### src/rtl/pack_s_reader.sv
// Streams s1||s2 out of the coefficient RAM as (ETA - c) bit-packed LSB-first 64-bit beats.
// Optional range checking of absorbed coefficients is built when PACK_S_RANGE_CHECK_EN is defined.
module pack_s_reader #(
    parameter int K           = 8,
    parameter int L           = 7,
    parameter int N           = 256,
    parameter int ETA         = 2,
    parameter int WORD_LEN    = 96,
    parameter int COEFF_WIDTH = 24,
    parameter int OUT_BITS    = 64,
    parameter int ADDR_WIDTH  = $clog2((L + K) * N * COEFF_WIDTH / WORD_LEN)
) (
    input  logic                  clk,
    input  logic                  rst,
    input  logic                  start,
    output logic                  busy,
    output logic                  done,
    output logic [ADDR_WIDTH-1:0] addr_s,
    output logic                  re_s,
    input  logic [WORD_LEN-1:0]   dout_s,
    output logic [OUT_BITS-1:0]   out_data,
    output logic                  out_valid,
    input  logic                  out_ready,
    output logic                  out_last,
    output logic                  err_range
);
    localparam int CPW   = WORD_LEN / COEFF_WIDTH;
    localparam int BW    = (ETA == 2) ? 3 : 4;
    localparam int WB    = CPW * BW;
    localparam int WORDS = (L + K) * N / CPW;
    localparam int ACC_W = 2 * OUT_BITS;
    localparam int FW    = $clog2(ACC_W + 1);

    localparam logic [FW-1:0]         OB_F    = FW'(OUT_BITS);
    localparam logic [FW-1:0]         WB_F    = FW'(WB);
    localparam logic [FW:0]           WB_N    = (FW + 1)'(WB);
    localparam logic [FW:0]           WB2_N   = (FW + 1)'(2 * WB);
    localparam logic [FW:0]           ACC_N   = (FW + 1)'(ACC_W);
    localparam logic [ADDR_WIDTH:0]   WORDS_C = (ADDR_WIDTH + 1)'(WORDS);
    localparam logic [BW-1:0]         ETA_B   = BW'(ETA);

    typedef enum logic [1:0] {IDLE, RUN, FIN} state_t;

    state_t                state, state_nx;
    logic [ADDR_WIDTH:0]   rd_cnt;
    logic                  pending;
    logic [ACC_W-1:0]      acc, acc_shift, acc_nx;
    logic [FW-1:0]         fill, fill_shift, fill_nx;
    logic [FW:0]           need;
    logic [WB-1:0]         word_packed;
    logic                  words_done, accept, issue, launch;

    // Map each slot to ETA - c; only the low BW bits of the difference are kept.
    for (genvar j = 0; j < CPW; j++) begin : g_slot
        logic [BW-1:0] mapped;
        assign mapped = ETA_B - dout_s[j*COEFF_WIDTH +: BW];
        assign word_packed[j*BW +: BW] = mapped;
    end

    always_comb begin
        launch     = (state == IDLE) && start;
        words_done = (rd_cnt == WORDS_C) && !pending;
        out_valid  = (state == RUN) && ((fill >= OB_F) || (words_done && (fill != '0)));
        out_last   = out_valid && words_done && (fill <= OB_F);
        out_data   = acc[OUT_BITS-1:0];
        accept     = out_valid && out_ready;
        // Space check reserves room for the word still in flight.
        need       = {1'b0, fill} + (pending ? WB2_N : WB_N);
        issue      = (state == RUN) && (rd_cnt != WORDS_C) && (need <= ACC_N);
        re_s       = issue;
        addr_s     = rd_cnt[ADDR_WIDTH-1:0];
        busy       = (state != IDLE);
        done       = (state == FIN);

        acc_shift  = accept ? (acc >> OUT_BITS) : acc;
        fill_shift = fill;
        if (accept) fill_shift = (fill >= OB_F) ? (fill - OB_F) : '0;
        acc_nx  = acc_shift;
        fill_nx = fill_shift;
        if (pending) begin
            acc_nx  = acc_shift | (ACC_W'(word_packed) << fill_shift);
            fill_nx = fill_shift + WB_F;
        end
    end

    always_comb begin
        state_nx = state;
        case (state)
            IDLE:    if (start) state_nx = RUN;
            RUN:     if (accept && out_last) state_nx = FIN;
            FIN:     state_nx = IDLE;
            default: state_nx = IDLE;
        endcase
    end

    always_ff @(posedge clk or posedge rst) begin
        if (rst) begin
            state   <= IDLE;
            rd_cnt  <= '0;
            pending <= 1'b0;
            acc     <= '0;
            fill    <= '0;
        end else begin
            state <= state_nx;
            if (launch) begin
                rd_cnt  <= '0;
                pending <= 1'b0;
                acc     <= '0;
                fill    <= '0;
            end else begin
                pending <= issue;
                if (issue) rd_cnt <= rd_cnt + 1'b1;
                acc  <= acc_nx;
                fill <= fill_nx;
            end
        end
    end

`ifdef PACK_S_RANGE_CHECK_EN
    localparam logic signed [COEFF_WIDTH-1:0] ETA_POS = COEFF_WIDTH'(ETA);
    localparam logic signed [COEFF_WIDTH-1:0] ETA_NEG = COEFF_WIDTH'(-ETA);

    logic [CPW-1:0] slot_bad;
    for (genvar j = 0; j < CPW; j++) begin : g_range
        logic signed [COEFF_WIDTH-1:0] c;
        assign c           = dout_s[j*COEFF_WIDTH +: COEFF_WIDTH];
        assign slot_bad[j] = (c > ETA_POS) || (c < ETA_NEG);
    end

    always_ff @(posedge clk or posedge rst) begin
        if (rst)                          err_range <= 1'b0;
        else if (launch)                  err_range <= 1'b0;
        else if (pending && |slot_bad)    err_range <= 1'b1;
    end
`else
    logic unused_hi;
    assign unused_hi = ^dout_s;
    assign err_range = 1'b0;
`endif
endmodule
### config.mk
export PLATFORM = sky130hd
export DESIGN_NAME = pack_s_reader
export DESIGN_NICKNAME = d
export VERILOG_FILES = /design/src/rtl/pack_s_reader.sv
export SDC_FILE = /design/constraint.sdc
export NUM_CORES = 1
export LEC_CHECK = 0
export BUFFER_PORTS_ARGS = -buffer_cell sky130_fd_sc_hd__buf_2
export CAP_MARGIN = 20
export CORE_MARGIN = 3
export CORE_UTILIZATION = 25
export DETAILED_ROUTE_END_ITERATION = 7
export GPL_TIMING_DRIVEN = 0
export SKIP_CTS_REPAIR_TIMING = 1
export SYNTH_ARGS = -nofsm -noshare
export SYNTH_HDL_FRONTEND = slang
export SYNTH_SLANG_ARGS = --single-unit
### constraint.sdc
create_clock -name clk -period 6.3 [get_ports clk]
set_input_delay 0.63 -clock clk [delete_from_list [all_inputs] [get_ports clk]]
set_output_delay 0.63 -clock clk [all_outputs]
set_load 0.02 [all_outputs]
==> qor.log <==
qor: layout.antenna_cells 0
qor: sta.finalMaxSlewViolations 0
qor: synth.synth-seq-area-share 0.423
qor: setup_path.setup.worst_path.class flip-flop to primary output
qor: synth.synth.yosys.warnings 0
qor: layout.fin_nets 1229
qor: clock_network.numClockSinks 150
qor: drt.finalWirelength 33000 µm
qor: setup_path.critical_path.startpoint_type flip-flop
qor: pwr.pwr_density_cell 549 nW/µm²
qor: clock_network.tritoncts_clock_tree yes
qor: clock_network.cts_buffer_depth 2
qor: setup_path.timing.reg2reg.setup_slack 2.63 ns
qor: floorplanning.core 34800 µm²
qor: pwr.power.leakage 4.68 nW
qor: placed_design.place_area 9940 µm²
qor: sta.achievable-frequency 228 MHz
qor: layout.mostFrequentLayoutCells 150 x sky130_fd_sc_hd__dfrtp_1, 149 x sky130_fd_sc_hd__nand2_1, 107 x sky130_fd_sc_hd__buf_2
qor: setup_path.worst-r2r-cell-count 9
qor: sta.rsz0062_at_grt false
qor: pwr.peakVddDrop 0.000222 V
qor: setup_path.critical_path.most_common_cell sky130_fd_sc_hd__buf_2
qor: setup_path.cp_slowest_stage_delay 0.52 ns
qor: drt.route.vias.total 8197
qor: setup_path.crit_arrival 3.75 ns
qor: placed_design.port_buffers 94
qor: setup_path.path_cells clkinv_1, ha_1, or4b_1, nand2b_1, o31a_1, o221a_2, nor4_1, buf_2, buf_2
qor: synth.post_synth_inst_count 1005
qor: setup_path.worstReg2RegStart rd_cnt[5]
qor: sta.fin_crit 4.38 ns
qor: setup_path.cp_top_family buffers and inverters
qor: setup_path.worst_flop_to_flop_path_endpoint acc[48]
qor: placed_design.place_worst_setup_slack 2.36 ns
qor: synth.post_synth_instance_area 8870 µm²
qor: synth.postSynthRegisterBits 150
qor: drt.post_drt_via_cell_ratio 5.17
qor: setup_path.critPathCapture re_s
qor: clock_network.cts.reportedPaths.clkPinSlew 0.06 ns
qor: synth.synth_top_cell_by_area sky130_fd_sc_hd__dfrtp_1
qor: global_route.grt_antenna_before_repair 1
qor: placed_design.gp_congestion 0.967
qor: global_route.grt_first_pass_wirelength 50200 µm
qor: status.run_status complete, no violations
qor: global_route.grt.total_usage 0.172
qor: floorplanning.chipWidth 194 µm
qor: clock_network.tritoncts.num_buffers 17
qor: sta.slew-limit-headroom 0.319
qor: drt.avgRoutedWirePerCell 20.8 µm
qor: sta.fin_ws 1.92 ns
qor: setup_path.worst-path-max-fanout 10
qor: layout.ratio_of_cells_with_drive_above_1_in_the_final_layout 0.225
qor: layout.fin_area 10500 µm²
qor: setup_path.slowest_cell_on_the_critical_path sky130_fd_sc_hd__dfrtp_1
qor: layout.layout.cells.most_common sky130_fd_sc_hd__dfrtp_1
qor: sta.count_of_final_hold_check_violations 0
qor: hold_path.hold_class input pin to asynchronous set/reset pin
qor: synth.ffs_w_async_s_r_synth 1.00
qor: global_route.globalRoute.totalOverflow 0
qor: floorplanning.die_area 37800 µm²
qor: synth.synthesis.area_per_instance 8.83 µm²
qor: clock_network.cts_root_buffer sky130_fd_sc_hd__clkbuf_16
qor: floorplanning.rows 68
qor: floorplanning.fp.dieH 194 µm
qor: synth.synth_cell_type_count 83
qor: floorplanning.start_util 0.255
qor: drt.drc_errors 0
qor: setup_path.path_depth 9
qor: drt.antenna_violation_net_count_after_detailed_routing 0
qor: drt.drt_pass1_iterations 6
qor: layout.area_growth_syn_to_layout 18.7%
qor: sta.tightestPinTransition 1.02 ns
qor: setup_path.worst_ep_required_time 5.67 ns
qor: synth.area_share_of_the_largest_cell_type_after_synthesis 0.423
qor: placed_design.dp_hpwl 24600 µm
qor: layout.final_cells 1587
qor: synth.most_area_consuming_cells_after_synthesis sky130_fd_sc_hd__dfrtp_1 42%, sky130_fd_sc_hd__buf_4 6.5%, sky130_fd_sc_hd__nand2_1 6.3%
qor: flow_run.cap_violations 0
qor: clock_network.ctsHtreeMaxLevel 4
qor: placed_design.place.detailed.instances 1555
qor: global_route.grt_start_max_net_pins 94
qor: setup_path.end_kind primary output
qor: synth.synth_top_flop_cell sky130_fd_sc_hd__dfrtp_1
qor: setup_path.critical_path.n_buffers_inverters 3
qor: sta.finalSetupViolCount 0
qor: synth.synth-edff-count 0
qor: synth.synth.net_count 1115
qor: sta.clock_skew 0.0192 ns
qor: floorplanning.number_of_top_level_design_ports 180
qor: sta.finalCritPeriodShare 0.696
qor: clock_network.clock_latency 0.44 ns
qor: drt.drt-initial-drc-count 829
qor: global_route.first_global_vias 8009
qor: setup_path.critPathLaunch fill[3]
[worst reg2reg max path, stage by stage (launching register included)]
cell and delay, ns:
sky130_fd_sc_hd__dfrtp_1 0.44, sky130_fd_sc_hd__nor4_1 0.37, sky130_fd_sc_hd__nand4b_1 0.33, sky130_fd_sc_hd__nor2_4 0.41, sky130_fd_sc_hd__buf_2 0.33, sky130_fd_sc_hd__o21ai_0 0.23, sky130_fd_sc_hd__o21ai_0 0.21, sky130_fd_sc_hd__a21oi_1 0.11
sky130_fd_sc_hd__a311oi_1 0.84, sky130_fd_sc_hd__o32ai_1 0.22
[cells in the mapped netlist (all sizes together), types with 4 or more instances]
master and n:
mux2i 34, ha 10, nor3 20, xor2 11, buf 95, clkbuf 42, nor2 89, a221oi 5
o211ai 9, nor2b 4, xnor2 4, dfrtp 150, or2 7, a31oi 29, nand3 25, a21oi 30
a32oi 7, nand2 149, a22oi 14, nor4 9, o32ai 16, nand4 4, or3 8, o31ai 4
o21ai 82, and3 9, a21o 6, inv 16, and4 4, and2 11, nand2b 7, a211oi 8
o22ai 43
[how the worst min path moves through the flow]
stage	from	endpoint	slack [ns]	cells after the start
floorplan	acc[101]	acc[101]	0.45	2
global route	rst	acc[118]	0.30	2
CTS	rst	acc[58]	0.28	2
finish	rst	acc[18]	0.27	2
global placement	acc[78]	acc[78]	0.46	2
detailed placement	acc[85]	acc[85]	0.47	2
[through the flow]
stage          power, mW   util  hold slack, ns  TNS, ns
2_1_floorplan       3.73      -           0.449        0
3_3_place_gp        4.72  0.285           0.464   -27.26
3_5_place_dp        4.75  0.286           0.472        0
4_1_cts             5.80  0.303           0.279        0
5_1_grt             6.14  0.303           0.304        0
6_report            5.78  0.303           0.268        0
[flip-flops by register name, summed over array words and instances (netlist names)]
register	flops
rd_cnt	11
state	2
acc	128
pending	1
fill	8
[power by group]
group / internal, mW / switching (mW)
clock network: 0.599 / 0.437
registers: 1.39 / 0.311
logic: 1.13 / 1.91
[cell type report]
class	instances	area [µm²]
sequential	150	3750
clock buffer	19	443
clock inverter	13	148
buffer	137	835
tap	455	569
multi-input combinational	699	4210
inverter	19	76.3
fill	3752	24300
timing repair buffer	95	498
[cell families (layout without fill, tap and decap cells)]
group	after synthesis	after routing	share of synthesized area
flip-flops	150	150	0.423
AO/OA/AOI/OAI	279	279	0.217
other	1	1	0.000423
AND/OR/NAND/NOR	357	357	0.186
adder cells (fa/ha/maj)	10	10	0.0141
multiplexers	37	37	0.0422
buffers and inverters	156	283	0.102
XOR/XNOR	15	15	0.0148
[per-layer routing]
metal / vias up / GRT usage / share of wire
met5: - / 0 / 0.00021
met4: 2 / 0.0543 / 0.029
met3: 57 / 0.0354 / 0.066
met2: 328 / 0.270 / 0.46
met1: 4030 / 0.239 / 0.45
li1: 3780 / - / -
No activity file was read; power rests on OpenSTA's default activity.
